<file path="src/rtl/fc_credit_gate.sv">
// Read-request credit gate: round-robin grants read channels only when a tag, TX buffers and
// (optionally) completion header/data credits are available, and tracks per-tag credit usage.
module fc_credit_gate #(
  parameter int unsigned NUM_CH       = 2,
  parameter int unsigned TAG_W        = 5,
  parameter int unsigned CPLH_CREDITS = 36,
  parameter int unsigned CPLD_CREDITS = 154,
  parameter int unsigned TBUF_MIN     = 1,
  parameter int unsigned MAX_RD_DW    = 512
) (
  input  logic                clk,
  input  logic                rst_n,
  input  logic                init_rst_i,
  input  logic                rd_metering_i,
  input  logic                cfg_rcb_i,
  input  logic [5:0]          trn_tbuf_av_i,
  input  logic [NUM_CH-1:0]   rd_req_i,
  input  logic [NUM_CH*11-1:0] rd_len_i,
  input  logic [NUM_CH*7-1:0] rd_addr_lo_i,
  output logic [NUM_CH-1:0]   rd_gnt_o,
  output logic [TAG_W-1:0]    rd_gnt_tag_o,
  input  logic                cpl_done_i,
  input  logic [TAG_W-1:0]    cpl_done_tag_i,
  input  logic                mwr_start_i,
  output logic                mwr_start_fc_o,
  output logic [7:0]          cplh_avail_o,
  output logic [11:0]         cpld_avail_o,
  output logic                tag_err_o
);

  localparam int unsigned NumTags = 1 << TAG_W;
  localparam int unsigned PtrW    = (NUM_CH > 1) ? $clog2(NUM_CH) : 1;
  localparam int unsigned CntW    = 16;

  typedef enum logic [0:0] {StIdle, StGnt} state_e;

  state_e              state_q, state_d;
  logic [PtrW-1:0]     ptr_q, ptr_d;
  logic [NUM_CH-1:0]   gnt_q, gnt_d;
  logic [TAG_W-1:0]    gnt_tag_q, gnt_tag_d;
  logic                mwr_q;
  logic                tag_err_q;
  logic [NumTags-1:0]  tag_busy_q, tag_busy_d;
  logic [7:0]          tag_hdr_q [NumTags];
  logic [8:0]          tag_dat_q [NumTags];
  logic [CntW-1:0]     hdr_used_q, hdr_used_d;
  logic [CntW-1:0]     dat_used_q, dat_used_d;

  logic [CntW-1:0]     hdr_need [NUM_CH];
  logic [CntW-1:0]     dat_need [NUM_CH];
  logic [NUM_CH-1:0]   len_ok;
  logic [NUM_CH-1:0]   elig;
  logic                tbuf_ok;
  logic                free_any;
  logic [TAG_W-1:0]    free_tag;
  logic                alloc;
  logic                rel;
  logic                rel_err;
  logic                found;
  logic [PtrW-1:0]     sel;

  assign tbuf_ok = 32'(trn_tbuf_av_i) > TBUF_MIN;

  // Segment and data-credit needs per channel; length 0 encodes 1024 DW.
  always_comb begin
    logic [10:0] len_raw;
    logic [6:0]  addr;
    logic [12:0] len_dw;
    logic [12:0] bytes;
    logic [12:0] last;
    logic [12:0] hdr;
    logic [12:0] dat;
    for (int unsigned c = 0; c < NUM_CH; c++) begin
      len_raw = rd_len_i[c*11 +: 11];
      addr    = rd_addr_lo_i[c*7 +: 7];
      len_dw  = (len_raw == 11'd0) ? 13'd1024 : {2'b00, len_raw};
      bytes   = {len_dw[10:0], 2'b00};
      last    = {6'b0, addr} + bytes - 13'd1;
      if (cfg_rcb_i) hdr = (last >> 7) - ({6'b0, addr} >> 7) + 13'd1;
      else           hdr = (last >> 6) - ({6'b0, addr} >> 6) + 13'd1;
      dat         = ({9'b0, addr[3:0]} + bytes + 13'd15) >> 4;
      hdr_need[c] = CntW'(hdr);
      dat_need[c] = CntW'(dat);
      len_ok[c]   = 32'(len_dw) <= MAX_RD_DW;
    end
  end

  always_comb begin
    free_any = 1'b0;
    free_tag = '0;
    for (int i = NumTags - 1; i >= 0; i--) begin
      if (!tag_busy_q[i]) begin
        free_any = 1'b1;
        free_tag = TAG_W'(i);
      end
    end
  end

  always_comb begin
    for (int unsigned c = 0; c < NUM_CH; c++) begin
      elig[c] = rd_req_i[c] && free_any && tbuf_ok && len_ok[c] &&
                (!rd_metering_i ||
                 ((hdr_need[c] + hdr_used_q <= CntW'(CPLH_CREDITS)) &&
                  (dat_need[c] + dat_used_q <= CntW'(CPLD_CREDITS))));
    end
  end

  // Round-robin search starting at ptr_q, the channel after the last grant.
  always_comb begin
    int unsigned idx;
    found = 1'b0;
    sel   = '0;
    idx   = 0;
    for (int unsigned k = 0; k < NUM_CH; k++) begin
      idx = (32'(ptr_q) + k) % NUM_CH;
      if (!found && elig[idx]) begin
        found = 1'b1;
        sel   = PtrW'(idx);
      end
    end
  end

  always_comb begin
    state_d   = state_q;
    ptr_d     = ptr_q;
    gnt_d     = '0;
    gnt_tag_d = '0;
    alloc     = 1'b0;
    unique case (state_q)
      StIdle: begin
        if (found) begin
          state_d    = StGnt;
          alloc      = 1'b1;
          gnt_d[sel] = 1'b1;
          gnt_tag_d  = free_tag;
          ptr_d      = (sel == PtrW'(NUM_CH - 1)) ? '0 : sel + 1'b1;
        end
      end
      StGnt:   state_d = StIdle;
      default: state_d = StIdle;
    endcase
  end

  // A released tag is still busy this cycle, so free_tag never equals it.
  always_comb begin
    rel        = cpl_done_i && tag_busy_q[cpl_done_tag_i];
    rel_err    = cpl_done_i && !tag_busy_q[cpl_done_tag_i];
    tag_busy_d = tag_busy_q;
    hdr_used_d = hdr_used_q;
    dat_used_d = dat_used_q;
    if (rel) begin
      tag_busy_d[cpl_done_tag_i] = 1'b0;
      hdr_used_d = hdr_used_d - CntW'(tag_hdr_q[cpl_done_tag_i]);
      dat_used_d = dat_used_d - CntW'(tag_dat_q[cpl_done_tag_i]);
    end
    if (alloc) begin
      tag_busy_d[free_tag] = 1'b1;
      hdr_used_d = hdr_used_d + hdr_need[sel];
      dat_used_d = dat_used_d + dat_need[sel];
    end
  end

  always_ff @(posedge clk) begin
    if (!rst_n || init_rst_i) begin
      state_q    <= StIdle;
      ptr_q      <= '0;
      gnt_q      <= '0;
      gnt_tag_q  <= '0;
      mwr_q      <= 1'b0;
      tag_err_q  <= 1'b0;
      tag_busy_q <= '0;
      hdr_used_q <= '0;
      dat_used_q <= '0;
    end else begin
      state_q    <= state_d;
      ptr_q      <= ptr_d;
      gnt_q      <= gnt_d;
      gnt_tag_q  <= gnt_tag_d;
      mwr_q      <= mwr_start_i && tbuf_ok;
      tag_busy_q <= tag_busy_d;
      hdr_used_q <= hdr_used_d;
      dat_used_q <= dat_used_d;
      if (rel_err) tag_err_q <= 1'b1;
    end
  end

  // Table contents only matter while the busy bit is set, so no reset is needed.
  always_ff @(posedge clk) begin
    if (alloc) begin
      tag_hdr_q[free_tag] <= 8'(hdr_need[sel]);
      tag_dat_q[free_tag] <= 9'(dat_need[sel]);
    end
  end

  assign rd_gnt_o       = gnt_q;
  assign rd_gnt_tag_o   = gnt_tag_q;
  assign mwr_start_fc_o = mwr_q;
  assign tag_err_o      = tag_err_q;
  assign cplh_avail_o   = 8'(CntW'(CPLH_CREDITS) - hdr_used_q);
  assign cpld_avail_o   = 12'(CntW'(CPLD_CREDITS) - dat_used_q);

endmodule

</file>
<file path="config.mk">
export PLATFORM = sky130hd
export DESIGN_NAME = fc_credit_gate
export DESIGN_NICKNAME = d
export VERILOG_FILES = /design/src/rtl/fc_credit_gate.sv
export SDC_FILE = /design/constraint.sdc
export NUM_CORES = 1
export LEC_CHECK = 0
export CAP_MARGIN = 30
export CORE_MARGIN = 4
export CORE_UTILIZATION = 63
export DETAILED_ROUTE_END_ITERATION = 8
export PLACE_DENSITY = 0.81
export SETUP_SLACK_MARGIN = 0.05
export SYNTH_ARGS = -nofsm -noshare
export SYNTH_HDL_FRONTEND = slang
export SYNTH_SLANG_ARGS = --single-unit
export TNS_END_PERCENT = 100
</file>
<file path="constraint.sdc">
create_clock -name clk -period 12.9 [get_ports clk]
set_input_delay 2.58 -clock clk [delete_from_list [all_inputs] [get_ports clk]]
set_output_delay 2.58 -clock clk [all_outputs]
set_load 0.05 [all_outputs]
</file>
==> results of run 1 <==
## what timing repair did
action	4_1_cts	5_1_grt
resized for setup	0	4
hold buffers	0	0
endpoints found under the setup margin	0	8
buffers inserted	0	0
## layer usage
| layer | track usage [%] | part of all wire (%) |
|---|---|---|
| met4 | 15.6 | 5.7 |
| met5 | 0 | 0.0090 |
| met3 | 4.76 | 9.4 |
| met2 | 54.9 | 49 |
| met1 | 42.7 | 36 |
## kinds of logic after synthesis
logic type | count (synthesis)
fa+ha+maj | 149
compound gates | 537
buf+inv | 265
mux | 174
flops | 619
simple gates | 578
xor+xnor | 130
## report_power, final
group / switching (mW) / internal (mW)
Combinational: 0.536 / 0.306
Clock: 0.756 / 0.889
Sequential: 0.00851 / 2.31
Total: 1.30 / 3.50
## worst max-delay path: cells and delay by family
kind | cells | cell delay, ns
AND/OR/NAND/NOR | 18 | 3.39
AO/OA/AOI/OAI | 13 | 2.51
buffers and inverters | 6 | 1.08
multiplexers | 1 | 0.40
adder cells (fa/ha/maj) | 7 | 2.23
XOR/XNOR | 2 | 0.49
## state kept, by name (all words and copies together) (netlist names)
register	count
dat_used_q	16
rd_gnt_o	2
state_q	1
mwr_start_fc_o	1
tag_dat_q	288
tag_busy_q	32
ptr_q	1
tag_err_o	1
hdr_used_q	16
rd_gnt_tag_o	5
tag_hdr_q	256
## cell type report
cell class / instances / area (um^2)
Timing Repair Buffer: 181 / 1590
Inverter: 158 / 593
Multi-Input combinational cell: 1568 / 13300
Tap cell: 672 / 841
Clock buffer: 68 / 1490
Fill cell: 3204 / 14300
Clock inverter: 37 / 304
Sequential cell: 619 / 17800
## synthesized netlist by cell type, drive strengths merged (23+ instances only)
library cell / count
nor2: 148
ha: 141
or3: 25
mux2: 23
a22oi: 72
o211ai: 26
mux4: 144
o21a: 29
edfxtp: 544
nand4: 31
a21o: 31
o21ai: 101
inv: 158
buf: 25
a21oi: 127
nand3: 44
a211oi: 28
nand2: 128
dfxtp: 75
xor2: 51
xnor2: 79
clkbuf: 82
nor3: 37
## stage by stage
stage	setup slack [ns]	hold WS [ns]	utilization, %	cell area [um^2]
2_1_floorplan	0.993	0.472	-	32000
3_3_place_gp	0.241	0.449	68.0	34100
3_5_place_dp	0.0613	0.462	68.0	34100
4_1_cts	0.668	0.483	71.5	35900
5_1_grt	0.0330	0.489	71.6	35900
6_report	0.719	0.489	71.6	35900
## how the worst max path moves through the flow
stage	startpoint	end	cells after the start
finish	rd_len_i[12]	dat_used_q[14]	47
global route	rd_len_i[12]	dat_used_q[14]	47
CTS	rd_len_i[12]	dat_used_q[14]	47
detailed placement	rd_len_i[12]	dat_used_q[14]	47
global placement	rd_len_i[12]	dat_used_q[14]	47
floorplan	rd_addr_lo_i[5]	dat_used_q[15]	43
==> metrics.yaml, run 1 <==
timing:
  finalCritPeriodShare_pct: 94.4
  min_period_ns: 12.18
  skew_ns: 0.0221
  worst_pin_slew_ns: 0.979
  slew_headroom_pct: 34.4
  finalSetupViolCount: 0
  tns_ns: 0
  fmax_ghz: 0.0821
  hold_viol: 0
  rsz0062_at_grt: "false"
  slew_viol_final: 0
global_route:
  grt_start_max_net_pins: 105
  grt_usage_pct: 32.8
  grt_pass1_wl_um: 134000
  grt_pass1_vias: 22270
  gr-total-overflow: 0
  antenna_found_initial: 2
setup_path:
  r2r_end: "dat_used_q[14]"
  crit_required_ns: 13.44
  crit_slowest_cell: "or4b_1"
  rr_worst_depth: 29
  cp-end-kind: "flip-flop"
  r2r_slack_ns: 5.93
  crit_fanout: 10
  cp.arrival_ns: 12.72
  crit_path_start_kind: "primary input"
  crit_type: "primary input to flip-flop"
  rr_startpoint: "hdr_used_q[0]"
  worst_path_largest_cell_delay_ns: 0.53
synthesis:
  synthTopCellsByArea: "edfxtp_1 51%, mux4_2 10%, ha_1 5.5%"
  synth_top_family_by_area: "multiplexers"
  yosysTopAreaCell: "edfxtp_1"
  synthSimpleGateAreaFrac_pct: 9.38
  synth_edf_count: 544
  yosysTopAreaCellShare_pct: 51.0
  synthMuxAreaShare_pct: 11.1
  synth.distinct_cells: 82
  synthAdderAreaFrac_pct: 6.01
  seq_area_frac_synth_pct: 55.7
  synth.avg_cell_area_um2: 13.1
  synthArstFlopShare_pct: 0
  syn_area_um2: 32000
  synth_nets: 2657
  synth_compound_area_share_pct: 11.1
  synth_seq_cells: 619
  yosysWarnings: 0
  synthXorXnorAreaFrac_pct: 3.55
  ys.flop_type: "edfxtp_1"
  syn_inst: 2452
drt:
  antenna_left: 0
  via_per_inst: 6.81
  post_drt_wl_per_cell_um: 26.9
  drt_pass1_iterations: 7
  wl_um: 88700
  vias: 22501
  drt-initial-drc-count: 2672
  post-route-drc-count: 0
floorplanning:
  die_h_um: 234
  rows: 82
  die_x_um: 234
  io_pins: 85
  core_area_um2: 50200
  start_util_pct: 63.9
  die-area_um2: 54500
power_and_ir_drop:
  p_per_area_nw_per_um2: 134
  peakVddDrop_uv: 197
  total_power_mw: 4.80
  leakage_nw: 12.9
clocking:
  insertion_delay_ns: 0.63
  cts_tree: "built"
  clock_path_buffers: 3
  numCtsBuffers: 57
  cts_root_buf: "clkbuf_16"
  cts.htree.levels: 2
  cts_sinks: 619
  cts.clk_slew.worst_paths_ns: 0.07
worst_hold_path:
  hold_end: "tag_err_o"
  whs_path_depth: 2
  hold_start: "tag_err_o"
  min_path_type: "flip-flop to flip-flop"
placement:
  gp_congestion: 0.936
  hpwl_um: 55800
  placedCellCount: 3198
  io_buffer_count: 83
final_layout:
  area_growth_pct: 12.1
  num_antenna_cells: 0
  final_cell_mix: "544 x edfxtp_1, 158 x inv_1, 144 x mux4_2, 144 x nor2_1, 141 x ha_1"
  final_layout_size_suffix_gt1_share_pct: 15.0
  nets: 2790
  final-instance-count-excl-fill: 3303
  final_common_cell: "edfxtp_1"
job:
  max_cap_viol_count: 0
status:
  outcome: "completed"
Note: power is estimated with default switching activity, not from simulation.
==> inputs of run 2 (changes only) <==
--- a/config.mk
+++ b/config.mk
@@ -8,6 +8,7 @@
 export CAP_MARGIN = 30
 export CORE_MARGIN = 4
 export CORE_UTILIZATION = 63
+export CTS_CLUSTER_SIZE = 10
 export DETAILED_ROUTE_END_ITERATION = 8
 export PLACE_DENSITY = 0.81
 export SETUP_SLACK_MARGIN = 0.05
==> run 2 against run 1 <==
- final cell count about the same
- count of clock-buffer cells in the layout up 23
- core utilization increased by 0.47 points
- sequential power is essentially flat
- sequential share of layout area decreased by 0.32 points
- power is 3.7% higher
- first-iteration DRC count fell by 5.5%
- global-route usage grew 0.47 points
- combinational power about the same
- non-clock buffer count stayed put
- critical path depth stayed put
- largest cell class unchanged
==> metrics.yaml, run 2 (same netlist as run 1, synthesis figures left out) <==
status:
  outcome: "completed"
timing:
  rsz0062_at_grt: "false"
  finalSetupViolCount: 0
  min_period_ns: 12.17
  skew_ns: 0.0208
  worst_pin_slew_ns: 0.991
  slew_headroom_pct: 33.6
  fmax_ghz: 0.0822
  tns_ns: 0
  finalCritPeriodShare_pct: 94.3
  hold_viol: 0
  slew_viol_final: 0
final_layout:
  largest_reg_flops: 288
  area_growth_pct: 12.8
  top_regs: "tag_dat_q: 288 flops, tag_hdr_q: 256 flops, tag_busy_q: 32 flops"
  final_cell_mix: "544 x edfxtp_1, 158 x inv_1, 144 x mux4_2, 144 x nor2_1, 141 x ha_1"
  fin_area_um2: 36200
  final_layout_size_suffix_gt1_share_pct: 14.9
  final_common_cell: "edfxtp_1"
  fillers: 3151
  largest-register: "tag_dat_q"
  nets: 2806
clocking:
  numCtsBuffers: 73
  insertion_delay_ns: 0.62
  cts_root_buf: "clkbuf_16"
  cts_resized: 0
  cts_setup_buffers: 0
  cts_sinks: 619
  postCtsHoldBufs: 0
  cts.clk_slew.worst_paths_ns: 0.05
  cts.htree.levels: 3
  cts_tree: "built"
  clock_path_buffers: 3
power_and_ir_drop:
  p_int_mw: 3.66
  p_per_area_nw_per_um2: 138
  swShare_pct: 26.5
  leakage_nw: 13.0
  peakVddDrop_uv: 134
  power.switching_mw: 1.32
  pwr-share-seq_pct: 46.5
  power_frac_clock_pct: 36.5
  combinationalPowerShare_pct: 17.0
floorplanning:
  io_pins: 85
  die_x_um: 234
  die-area_um2: 54500
  start_util_pct: 63.9
  rows: 82
  core_area_um2: 50200
  die_h_um: 234
drt:
  via_per_inst: 6.79
  antenna_left: 0
  post_drt_wl_per_cell_um: 27.2
  post-route-drc-count: 0
  drt_pass1_iterations: 5
  drt-initial-drc-count: 2526
  wl_um: 89700
  vias: 22414
placement:
  hpwl_um: 55800
  dpl-instance-area_um2: 34100
  gp_congestion: 0.936
  io_buffer_count: 83
setup_path:
  crit_path_start_kind: "primary input"
  path_common_cell: "ha_1"
  cp-end-kind: "flip-flop"
  crit_type: "primary input to flip-flop"
  worst_path_largest_cell_delay_ns: 0.50
  cp.arrival_ns: 12.63
  crit_fanout: 10
  crit_slowest_cell: "or4_1"
  crit_required_ns: 13.36
global_route:
  grt_start_max_net_pins: 105
  grt_pass1_vias: 22684
  gr-total-overflow: 0
  grt_pass1_wl_um: 136000
  grt_usage_pct: 33.3
  antenna_found_initial: 0
worst_hold_path:
  min_path_type: "flip-flop to flip-flop"
job:
  max_cap_viol_count: 0
-- run 2: cell count changes in the layout (fill, tap and decap cells not counted), sizes merged --
cell / previous run / this run
bufinv: 3 / 0
clkinv: 27 / 6
diode: 0 / 1
clkinvlp: 4 / 0
inv: 161 / 162
clkbuf: 68 / 91
-- run 2: worst paths after layout --
check | startpoint | to | slack, ns | cells after the start
max reg2reg | hdr_used_q[0] | dat_used_q[14] | 5.92 | 29
max | rd_len_i[12] | dat_used_q[14] | 0.73 | 47
min reg2reg | tag_err_o | tag_err_o | 0.48 | 2
min | tag_err_o | tag_err_o | 0.48 | 2
-- run 2: final cells by class --
cell class | instances | area, um^2 | area share, %
sequential | 619 | 17800 | 49.3
antenna | 1 | 2.50 | 0.00692
tap | 672 | 841 | 2.33
inverter | 158 | 593 | 1.64
clock buffer | 91 | 1930 | 5.33
clock inverter | 10 | 98.8 | 0.273
timing repair buffer | 181 | 1590 | 4.38
multi-input combinational | 1568 | 13300 | 36.7
-- run 2: critical path: cells and delay by family --
kind | cells | cell delay (ns)
multiplexers | 1 | 0.40
AO/OA/AOI/OAI | 12 | 2.18
AND/OR/NAND/NOR | 16 | 3.37
adder cells (fa/ha/maj) | 8 | 2.48
XOR/XNOR | 2 | 0.41
buffers and inverters | 8 | 1.22
-- run 2: power groups by stage --
| stage | combinational [mW] | clock [mW] | sequential [mW] |
|---|---|---|---|
| after global placement | 0.773 | 0 | 2.35 |
| after global routing | 0.924 | 1.92 | 2.32 |
| after CTS | 0.830 | 1.83 | 2.32 |
| after floorplan | 0.546 | 0 | 2.36 |
| final | 0.845 | 1.82 | 2.32 |
| after detailed placement | 0.814 | 0 | 2.36 |
-- run 2: per-stage QoR --
stage | setup WS [ns] | hold WS [ns] | cells | util, % | power, mW
final | 0.732 | 0.483 | 3300 | 72.1 | 4.98
after global routing | 0.0384 | 0.487 | 3299 | 72.1 | 5.16
after CTS | 0.627 | 0.481 | 3299 | 72.0 | 4.98
after detailed placement | 0.0613 | 0.462 | 3198 | 68.0 | 3.17
after global placement | 0.241 | 0.449 | 3198 | 68.0 | 3.13
after floorplan | 0.993 | 0.472 | 2452 | - | 2.90
-- run 2: layer usage --
layer | vias up | part of all wire (%) | track usage [%]
met3 | 260 | 9.2 | 6.41
li1 | 9773 | - | -
met5 | - | 0 | 0
met1 | 11023 | 36 | 41.4
met2 | 1358 | 50 | 56.3
met4 | 0 | 5.0 | 16.2
